[config.mk]
export PLATFORM = sky130hd
export DESIGN_NAME = mem_access_unit_flat
export DESIGN_NICKNAME = d
export VERILOG_FILES = /design/src/rtl/mem_access_unit_if.sv /design/src/rtl/mem_access_unit.sv /design/src/flat_wrapper.sv
export SDC_FILE = /design/constraint.sdc
export NUM_CORES = 1
export LEC_CHECK = 0
export CAP_MARGIN = 15
export CORE_MARGIN = 1.5
export CORE_UTILIZATION = 44
export CTS_BUF_LIST = sky130_fd_sc_hd__clkbuf_16
export CTS_CLUSTER_SIZE = 16
export DETAILED_ROUTE_END_ITERATION = 8
export PLACE_DENSITY = 0.87
export SKIP_CTS_REPAIR_TIMING = 1
export SYNTH_ARGS = -nofsm -noshare
export SYNTH_HDL_FRONTEND = slang
export SYNTH_SLANG_ARGS = --single-unit
[constraint.sdc]
create_clock -name CLK -period 2.92 [get_ports CLK]
set_input_delay 0.584 -clock CLK [delete_from_list [all_inputs] [get_ports CLK]]
set_output_delay 0.584 -clock CLK [all_outputs]
set_load 0.05 [all_outputs]
[src/rtl/mem_access_unit_if.sv]
// Request/response and RAM-side bus of the load/store unit.
interface mem_access_unit_if #(
  parameter int ADDRESS_WIDTH = 32,
  parameter int DATA_WIDTH    = 32
);
  logic                     Req_Valid;
  logic                     Req_Ready;
  logic                     Req_Write;
  logic [1:0]               Req_Size;
  logic                     Req_Unsigned;
  logic [ADDRESS_WIDTH-1:0] Req_Addr;
  logic [DATA_WIDTH-1:0]    Req_WData;
  logic                     Resp_Valid;
  logic [DATA_WIDTH-1:0]    Resp_Data;
  logic                     Resp_Err;
  logic [ADDRESS_WIDTH-1:0] Mem_Addr;
  logic [DATA_WIDTH-1:0]    Mem_Data;
  logic                     Mem_W_EN;
  logic [1:0]               Mem_Sel;
  logic [DATA_WIDTH-1:0]    Mem_RData;

  modport slave (
    input  Req_Valid, Req_Write, Req_Size,
    input  Req_Unsigned, Req_Addr, Req_WData,
    input  Mem_RData,
    output Req_Ready, Resp_Valid, Resp_Data,
    output Resp_Err, Mem_Addr, Mem_Data,
    output Mem_W_EN, Mem_Sel
  );

  modport master (
    output Req_Valid, Req_Write, Req_Size,
    output Req_Unsigned, Req_Addr, Req_WData,
    output Mem_RData,
    input  Req_Ready, Resp_Valid, Resp_Data,
    input  Resp_Err, Mem_Addr, Mem_Data,
    input  Mem_W_EN, Mem_Sel
  );
endinterface

[src/rtl/mem_access_unit.sv]
// Load/store initiator with wait states and sub-word extension.
// MEM_ACCESS_MISALIGN_TRAP_EN: misaligned requests return an error.
module mem_access_unit #(
  parameter int ADDRESS_WIDTH = 32,
  parameter int DATA_WIDTH    = 32,
  parameter int WAIT_STATES   = 1
) (
  input  logic CLK,
  input  logic RST,
  mem_access_unit_if.slave bus
);
  typedef enum logic [1:0] {
    IDLE,
    ACCESS,
    RESP
  } state_t;

  state_t state, state_nxt;

  logic [3:0]               cnt;
  logic                     r_write;
  logic                     r_unsigned;
  logic [ADDRESS_WIDTH-1:0] mem_addr;
  logic [DATA_WIDTH-1:0]    mem_data;
  logic [1:0]               mem_sel;
  logic [DATA_WIDTH-1:0]    resp_data;
  logic                     resp_err;

  logic                     is_half;
  logic                     is_word;
  logic                     trap;
  logic                     last;
  logic                     accept;
  logic [ADDRESS_WIDTH-1:0] acc_addr;
  logic [DATA_WIDTH-1:0]    ext;
  logic                     fill_b;
  logic                     fill_h;

  assign is_half = bus.Req_Size == 2'b01;
  assign is_word = bus.Req_Size[0] == bus.Req_Size[1];
  assign last    = cnt == 4'd0;
  assign accept  = state == IDLE && bus.Req_Valid;

`ifdef MEM_ACCESS_MISALIGN_TRAP_EN
  assign trap = (is_half && bus.Req_Addr[0]) ||
                (is_word && bus.Req_Addr[1:0] != 2'b00);
`else
  assign trap = 1'b0;
`endif

  // Low address bits are dropped so the RAM only sees aligned accesses.
  always_comb begin
    acc_addr = bus.Req_Addr;
    if (is_half) acc_addr[0] = 1'b0;
    if (is_word) acc_addr[1:0] = 2'b00;
  end

  assign fill_b = !r_unsigned && bus.Mem_RData[7];
  assign fill_h = !r_unsigned && bus.Mem_RData[15];

  always_comb begin
    ext = bus.Mem_RData;
    unique case (1'b1)
      mem_sel == 2'b10:
        ext = {{(DATA_WIDTH-8){fill_b}}, bus.Mem_RData[7:0]};
      mem_sel == 2'b01:
        ext = {{(DATA_WIDTH-16){fill_h}}, bus.Mem_RData[15:0]};
      default: ;
    endcase
  end

  always_ff @(posedge CLK) begin
    if (RST) state <= IDLE;
    else     state <= state_nxt;
  end

  always_comb begin
    state_nxt = state;
    unique case (state)
      IDLE:    if (bus.Req_Valid) state_nxt = trap ? RESP : ACCESS;
      ACCESS:  if (last) state_nxt = RESP;
      RESP:    state_nxt = IDLE;
      default: state_nxt = IDLE;
    endcase
  end

  always_ff @(posedge CLK) begin
    if (RST) begin
      cnt        <= '0;
      r_write    <= 1'b0;
      r_unsigned <= 1'b0;
      mem_addr   <= '0;
      mem_data   <= '0;
      mem_sel    <= '0;
      resp_data  <= '0;
      resp_err   <= 1'b0;
    end else begin
      if (accept) begin
        r_write    <= bus.Req_Write;
        r_unsigned <= bus.Req_Unsigned;
        cnt        <= 4'(WAIT_STATES);
        if (trap) begin
          resp_data <= '0;
          resp_err  <= 1'b1;
        end else begin
          mem_addr <= acc_addr;
          mem_data <= bus.Req_WData;
          mem_sel  <= bus.Req_Size;
        end
      end
      if (state == ACCESS) begin
        if (!last) cnt <= cnt - 4'd1;
        if (last) begin
          resp_data <= r_write ? '0 : ext;
          resp_err  <= 1'b0;
        end
      end
    end
  end

  assign bus.Req_Ready  = state == IDLE && !RST;
  assign bus.Resp_Valid = state == RESP;
  assign bus.Resp_Data  = resp_data;
  assign bus.Resp_Err   = resp_err;
  assign bus.Mem_Addr   = mem_addr;
  assign bus.Mem_Data   = mem_data;
  assign bus.Mem_Sel    = mem_sel;
  assign bus.Mem_W_EN   = state == ACCESS && last &&
                          r_write && !RST;
endmodule

[src/flat_wrapper.sv]
// flat-port wrapper written by rule: the top's interface ports become plain ports
module mem_access_unit_flat 
#(
  parameter int ADDRESS_WIDTH = 32,
  parameter int DATA_WIDTH    = 32,
  parameter int WAIT_STATES   = 1
)
  (CLK, RST, bus_Req_Valid, bus_Req_Write, bus_Req_Size, bus_Req_Unsigned, bus_Req_Addr, bus_Req_WData, bus_Mem_RData, bus_Req_Ready, bus_Resp_Valid, bus_Resp_Data, bus_Resp_Err, bus_Mem_Addr, bus_Mem_Data, bus_Mem_W_EN, bus_Mem_Sel);
  mem_access_unit_if #(.ADDRESS_WIDTH(ADDRESS_WIDTH), .DATA_WIDTH(DATA_WIDTH)) bus_i ();
  input  logic CLK;
  input  logic RST;
  input wire logic [$bits(bus_i.Req_Valid)-1:0] bus_Req_Valid;
  input wire logic [$bits(bus_i.Req_Write)-1:0] bus_Req_Write;
  input wire logic [$bits(bus_i.Req_Size)-1:0] bus_Req_Size;
  input wire logic [$bits(bus_i.Req_Unsigned)-1:0] bus_Req_Unsigned;
  input wire logic [$bits(bus_i.Req_Addr)-1:0] bus_Req_Addr;
  input wire logic [$bits(bus_i.Req_WData)-1:0] bus_Req_WData;
  input wire logic [$bits(bus_i.Mem_RData)-1:0] bus_Mem_RData;
  output wire logic [$bits(bus_i.Req_Ready)-1:0] bus_Req_Ready;
  output wire logic [$bits(bus_i.Resp_Valid)-1:0] bus_Resp_Valid;
  output wire logic [$bits(bus_i.Resp_Data)-1:0] bus_Resp_Data;
  output wire logic [$bits(bus_i.Resp_Err)-1:0] bus_Resp_Err;
  output wire logic [$bits(bus_i.Mem_Addr)-1:0] bus_Mem_Addr;
  output wire logic [$bits(bus_i.Mem_Data)-1:0] bus_Mem_Data;
  output wire logic [$bits(bus_i.Mem_W_EN)-1:0] bus_Mem_W_EN;
  output wire logic [$bits(bus_i.Mem_Sel)-1:0] bus_Mem_Sel;
  assign bus_i.Req_Valid = bus_Req_Valid;
  assign bus_i.Req_Write = bus_Req_Write;
  assign bus_i.Req_Size = bus_Req_Size;
  assign bus_i.Req_Unsigned = bus_Req_Unsigned;
  assign bus_i.Req_Addr = bus_Req_Addr;
  assign bus_i.Req_WData = bus_Req_WData;
  assign bus_i.Mem_RData = bus_Mem_RData;
  assign bus_Req_Ready = bus_i.Req_Ready;
  assign bus_Resp_Valid = bus_i.Resp_Valid;
  assign bus_Resp_Data = bus_i.Resp_Data;
  assign bus_Resp_Err = bus_i.Resp_Err;
  assign bus_Mem_Addr = bus_i.Mem_Addr;
  assign bus_Mem_Data = bus_i.Mem_Data;
  assign bus_Mem_W_EN = bus_i.Mem_W_EN;
  assign bus_Mem_Sel = bus_i.Mem_Sel;
  mem_access_unit #(.ADDRESS_WIDTH(ADDRESS_WIDTH), .DATA_WIDTH(DATA_WIDTH), .WAIT_STATES(WAIT_STATES)) u_core (.CLK(CLK), .RST(RST), .bus(bus_i));
endmodule
==> impl_metrics.sql <==
INSERT INTO impl_metrics (metric_group, metric, value, unit) VALUES
('critical_path', 'worstSetupStartpointType', 'register', ''),
('synth', 'synth_seq_area_share', '49.47', '%'),
('run_status', 'run_status', 'complete, no violations', ''),
('timing', 'max_freq', '383.7', 'MHz'),
('synth', 'yosys-top-cells-count', '134 x nand2_1, 106 x dfxtp_1, 88 x a21oi_1', ''),
('critical_path', 'startpoint', 'u_core.cnt[0]', ''),
('critical_path', 'reg2reg_launch_point', 'u_core.cnt[0]', ''),
('clocking', 'clk_pin_slew_worst_paths', '0.07', 'ns'),
('placed_design', 'place.port_buffers', '203', ''),
('power', 'clockPowerShare', '30.9', '%'),
('critical_path', 'timing.reg2reg.setup_slack', '0.78', 'ns'),
('power', 'power_leakage', '2.395', 'nW'),
('critical_path', 'critical_path.endpoint', 'bus_Mem_W_EN', ''),
('final_layout', 'drive_above_1_share', '4.565', '%'),
('synth', 'syn-cell-area', '4289', 'um2'),
('critical_path', 'cp_top_family', 'simple AND/OR/NAND/NOR gates', ''),
('routing', 'num_vias', '4309', ''),
('critical_path', 'slowest_stage', 'nor3b_1', ''),
('power', 'comb_power_share', '26.8', '%'),
('final_layout', 'multi_input_comb_area', '1944', 'um2'),
('routing', 'routed_wl', '12620', 'um'),
('placed_design', 'detailedPlace.worstSlack', '0.5875', 'ns'),
('clocking', 'clockRootBuffer', 'clkbuf_16', ''),
('final_layout', 'instances_no_fill', '830', ''),
('timing', 'drv_slew', '0', ''),
('grt', 'antenna_found_initial', '0', ''),
('synth', 'yosysWarnings', '0', ''),
('routing', 'ant_nets', '0', ''),
('synth', 'yosysMostFrequentCell', 'nand2_1', ''),
('synth', 'yosys_most_used_dff', 'dfxtp_1', ''),
('timing', 'fin_skew', '0.007384', 'ns'),
('critical_path', 'timing.critical_path.arrival', '2.02', 'ns'),
('routing', 'detailedRoute.firstPassIterationCount', '4', ''),
('timing', 'period_share', '89.25', '%'),
('critical_path', 'worstPathRequired', '2.34', 'ns'),
('power', 'pwr-share-seq', '42.4', '%'),
('critical_path', 'timing.critical_path.slowest_cell_delay', '0.42', 'ns'),
('floorplanning', 'floorplan.die_area', '10350', 'um2'),
('worst_hold_path', 'min_path_type', 'reg -> reg', ''),
('placed_design', 'placed_cells_incl_taps', '816', ''),
('grt', 'grt_start_max_net_pins', '68', ''),
('floorplanning', 'std_cell_rows', '35', ''),
('synth', 'synthTopCellsByArea', 'dfxtp_1 49%, nand2_1 12%, a21oi_1 10%', ''),
('final_layout', 'final_util', '71.08', '%'),
('synth', 'synth_seq_cells', '106', ''),
('clocking', 'cts_tree', 'done', ''),
('timing', 'final_period_minus_worst_setup_slack', '2.606', 'ns'),
('synth', 'synth-edff-count', '0', ''),
('placed_design', 'routability_congestion_estimate', '0.7999', ''),
('grt', 'grt_pass1_wl', '19750', 'um'),
('clocking', 'worst_skew_pair.late_latency', '0.33', 'ns'),
('synth', 'yosysUniqueCellTypes', '38', ''),
('final_layout', 'sequential_cell_area', '2122', 'um2'),
('final_layout', 'fillerInstances', '700', ''),
('critical_path', 'crit_chain', 'inv_1 -> ha_1 -> and3b_1 -> nand2_4 -> nor3b_1 -> buf_12', ''),
('timing', 'setup_viol_count_final', '0', ''),
('critical_path', 'path_buf_inv', '2', ''),
('power', 'p_sw', '1.195', 'mW'),
('synth', 'synth_fp_nets', '631', ''),
('floorplanning', 'dieHeight', '101.7', 'um'),
('flow_run', 'max_cap_viols', '0', ''),
('final_layout', 'layout-area-overhead-vs-synth', '54.58', '%'),
('power', 'power_density', '570.5', 'nW/um2'),
('critical_path', 'r2r-end', 'u_core.bus.Resp_Data[25]', ''),
('timing', 'worst_slew_margin', '24.12', '%'),
('floorplanning', 'floorplan.io_pins', '205', ''),
('timing', 'postLayoutSetupSlackWorst', '0.3138', 'ns'),
('synth', 'synthDominantAreaCellType', 'dfxtp_1', ''),
('clocking', 'clockBufferDepth', '2', ''),
('timing', 'worstMarginPinSlew', '1.135', 'ns'),
('synth', 'synth_area_per_cell', '8.185', 'um2');
==> worst reg2reg max path, stage by stage, from the launching register on <==
cell and delay, ns:
dfxtp_1 0.32, inv_1 0.10, ha_1 0.20, nand3b_1 0.78, o21ai_0 0.46, o41ai_1 0.13
==> cell families (layout without fill, tap and decap cells) <==
kind of cell	Yosys count	count (layout)	share of synthesized area, %
AOI/OAI and AO/OA	150	150	19.78
adders and majority gates	4	4	1.167
and+or+nand+nor	211	211	24.15
other	1	1	0.08743
buffers and inverters	52	229	5.338
DFF	106	106	49.48
==> flip-flops by register name, indices dropped and copies added (netlist names) <==
register              flops
u_core.r_unsigned         1
u_core.bus.Mem_Addr      32
u_core.r_write            1
u_core.bus.Mem_Sel        2
u_core.bus.Mem_Data      32
u_core.state              2
u_core.bus.Resp_Data     32
u_core.cnt                4
==> layer usage <==
metal	track usage [%]	vias to the layer above	wire length, um
li1	-	2117	-
met2	40.00	171	6143
met1	27.51	1999	5048
met4	9.402	0	225
met3	8.351	22	1207
met5	0	-	0
==> final cells by class <==
| cell class | instances | share of cell area [%] |
|---|---|---|
| tap | 129 | 2.434 |
| sequential | 106 | 32.01 |
| clock buffer | 9 | 3.397 |
| clock inverter | 5 | 0.8492 |
| timing repair buffer | 210 | 31.70 |
| inverter | 5 | 0.2831 |
| multi-input combinational | 366 | 29.33 |
==> worst min-delay path by stage <==
stage / startpoint / to / slack [ns]
after floorplan: u_core.r_unsigned / u_core.r_unsigned / 0.45
after global placement: u_core.bus.Mem_Addr[16] / u_core.bus.Mem_Addr[16] / 0.44
after detailed placement: u_core.bus.Mem_Addr[17] / u_core.bus.Mem_Addr[17] / 0.45
after CTS: u_core.bus.Mem_Data[12] / u_core.bus.Mem_Data[12] / 0.45
after global routing: u_core.bus.Mem_Data[22] / u_core.bus.Mem_Data[22] / 0.47
final: u_core.bus.Mem_Data[12] / u_core.bus.Mem_Data[12] / 0.45
==> per-stage QoR <==
| stage | area, um2 | hold slack [ns] |
|---|---|---|
| after floorplan | 4289 | 0.4494 |
| after global placement | 6349 | 0.4409 |
| after detailed placement | 6349 | 0.4483 |
| after CTS | 6630 | 0.4549 |
| after global routing | 6630 | 0.4746 |
| final | 6630 | 0.4531 |
==> layout by cell type, fill, tap and decap left out, types with 2 or more instances in the layout <==
master           Yosys  layout
clkdlybuf4s50_1      0     200
nand2_1            134     134
dfxtp_1            106     106
a21oi_1             88      88
nor2b_1             41      41
o21ai_0             32      32
o41ai_1             16      16
clkbuf_16            0       9
o31ai_1              8       8
nand4b_1             8       8
buf_4                1       8
inv_1                5       5
ha_1                 4       4
nand3b_1             3       3
nor2_1               3       3
nand3_1              3       3
or2_2                3       3
nor3_1               2       2
nor3b_1              2       2
or3b_2               2       2
o211ai_1             2       2
o31a_1               2       2
clkinv_2             0       2
buf_12               0       2
==> power groups by stage <==
stage	Clock, mW	Combinational [mW]	Sequential (mW)
final	1.17	1.01	1.60
after global routing	1.25	1.07	1.61
after global placement	0	0.990	1.63
after CTS	1.19	1.02	1.60
after floorplan	0	0.311	1.94
after detailed placement	0	1.01	1.64
No activity file was read; power rests on OpenSTA's default activity.
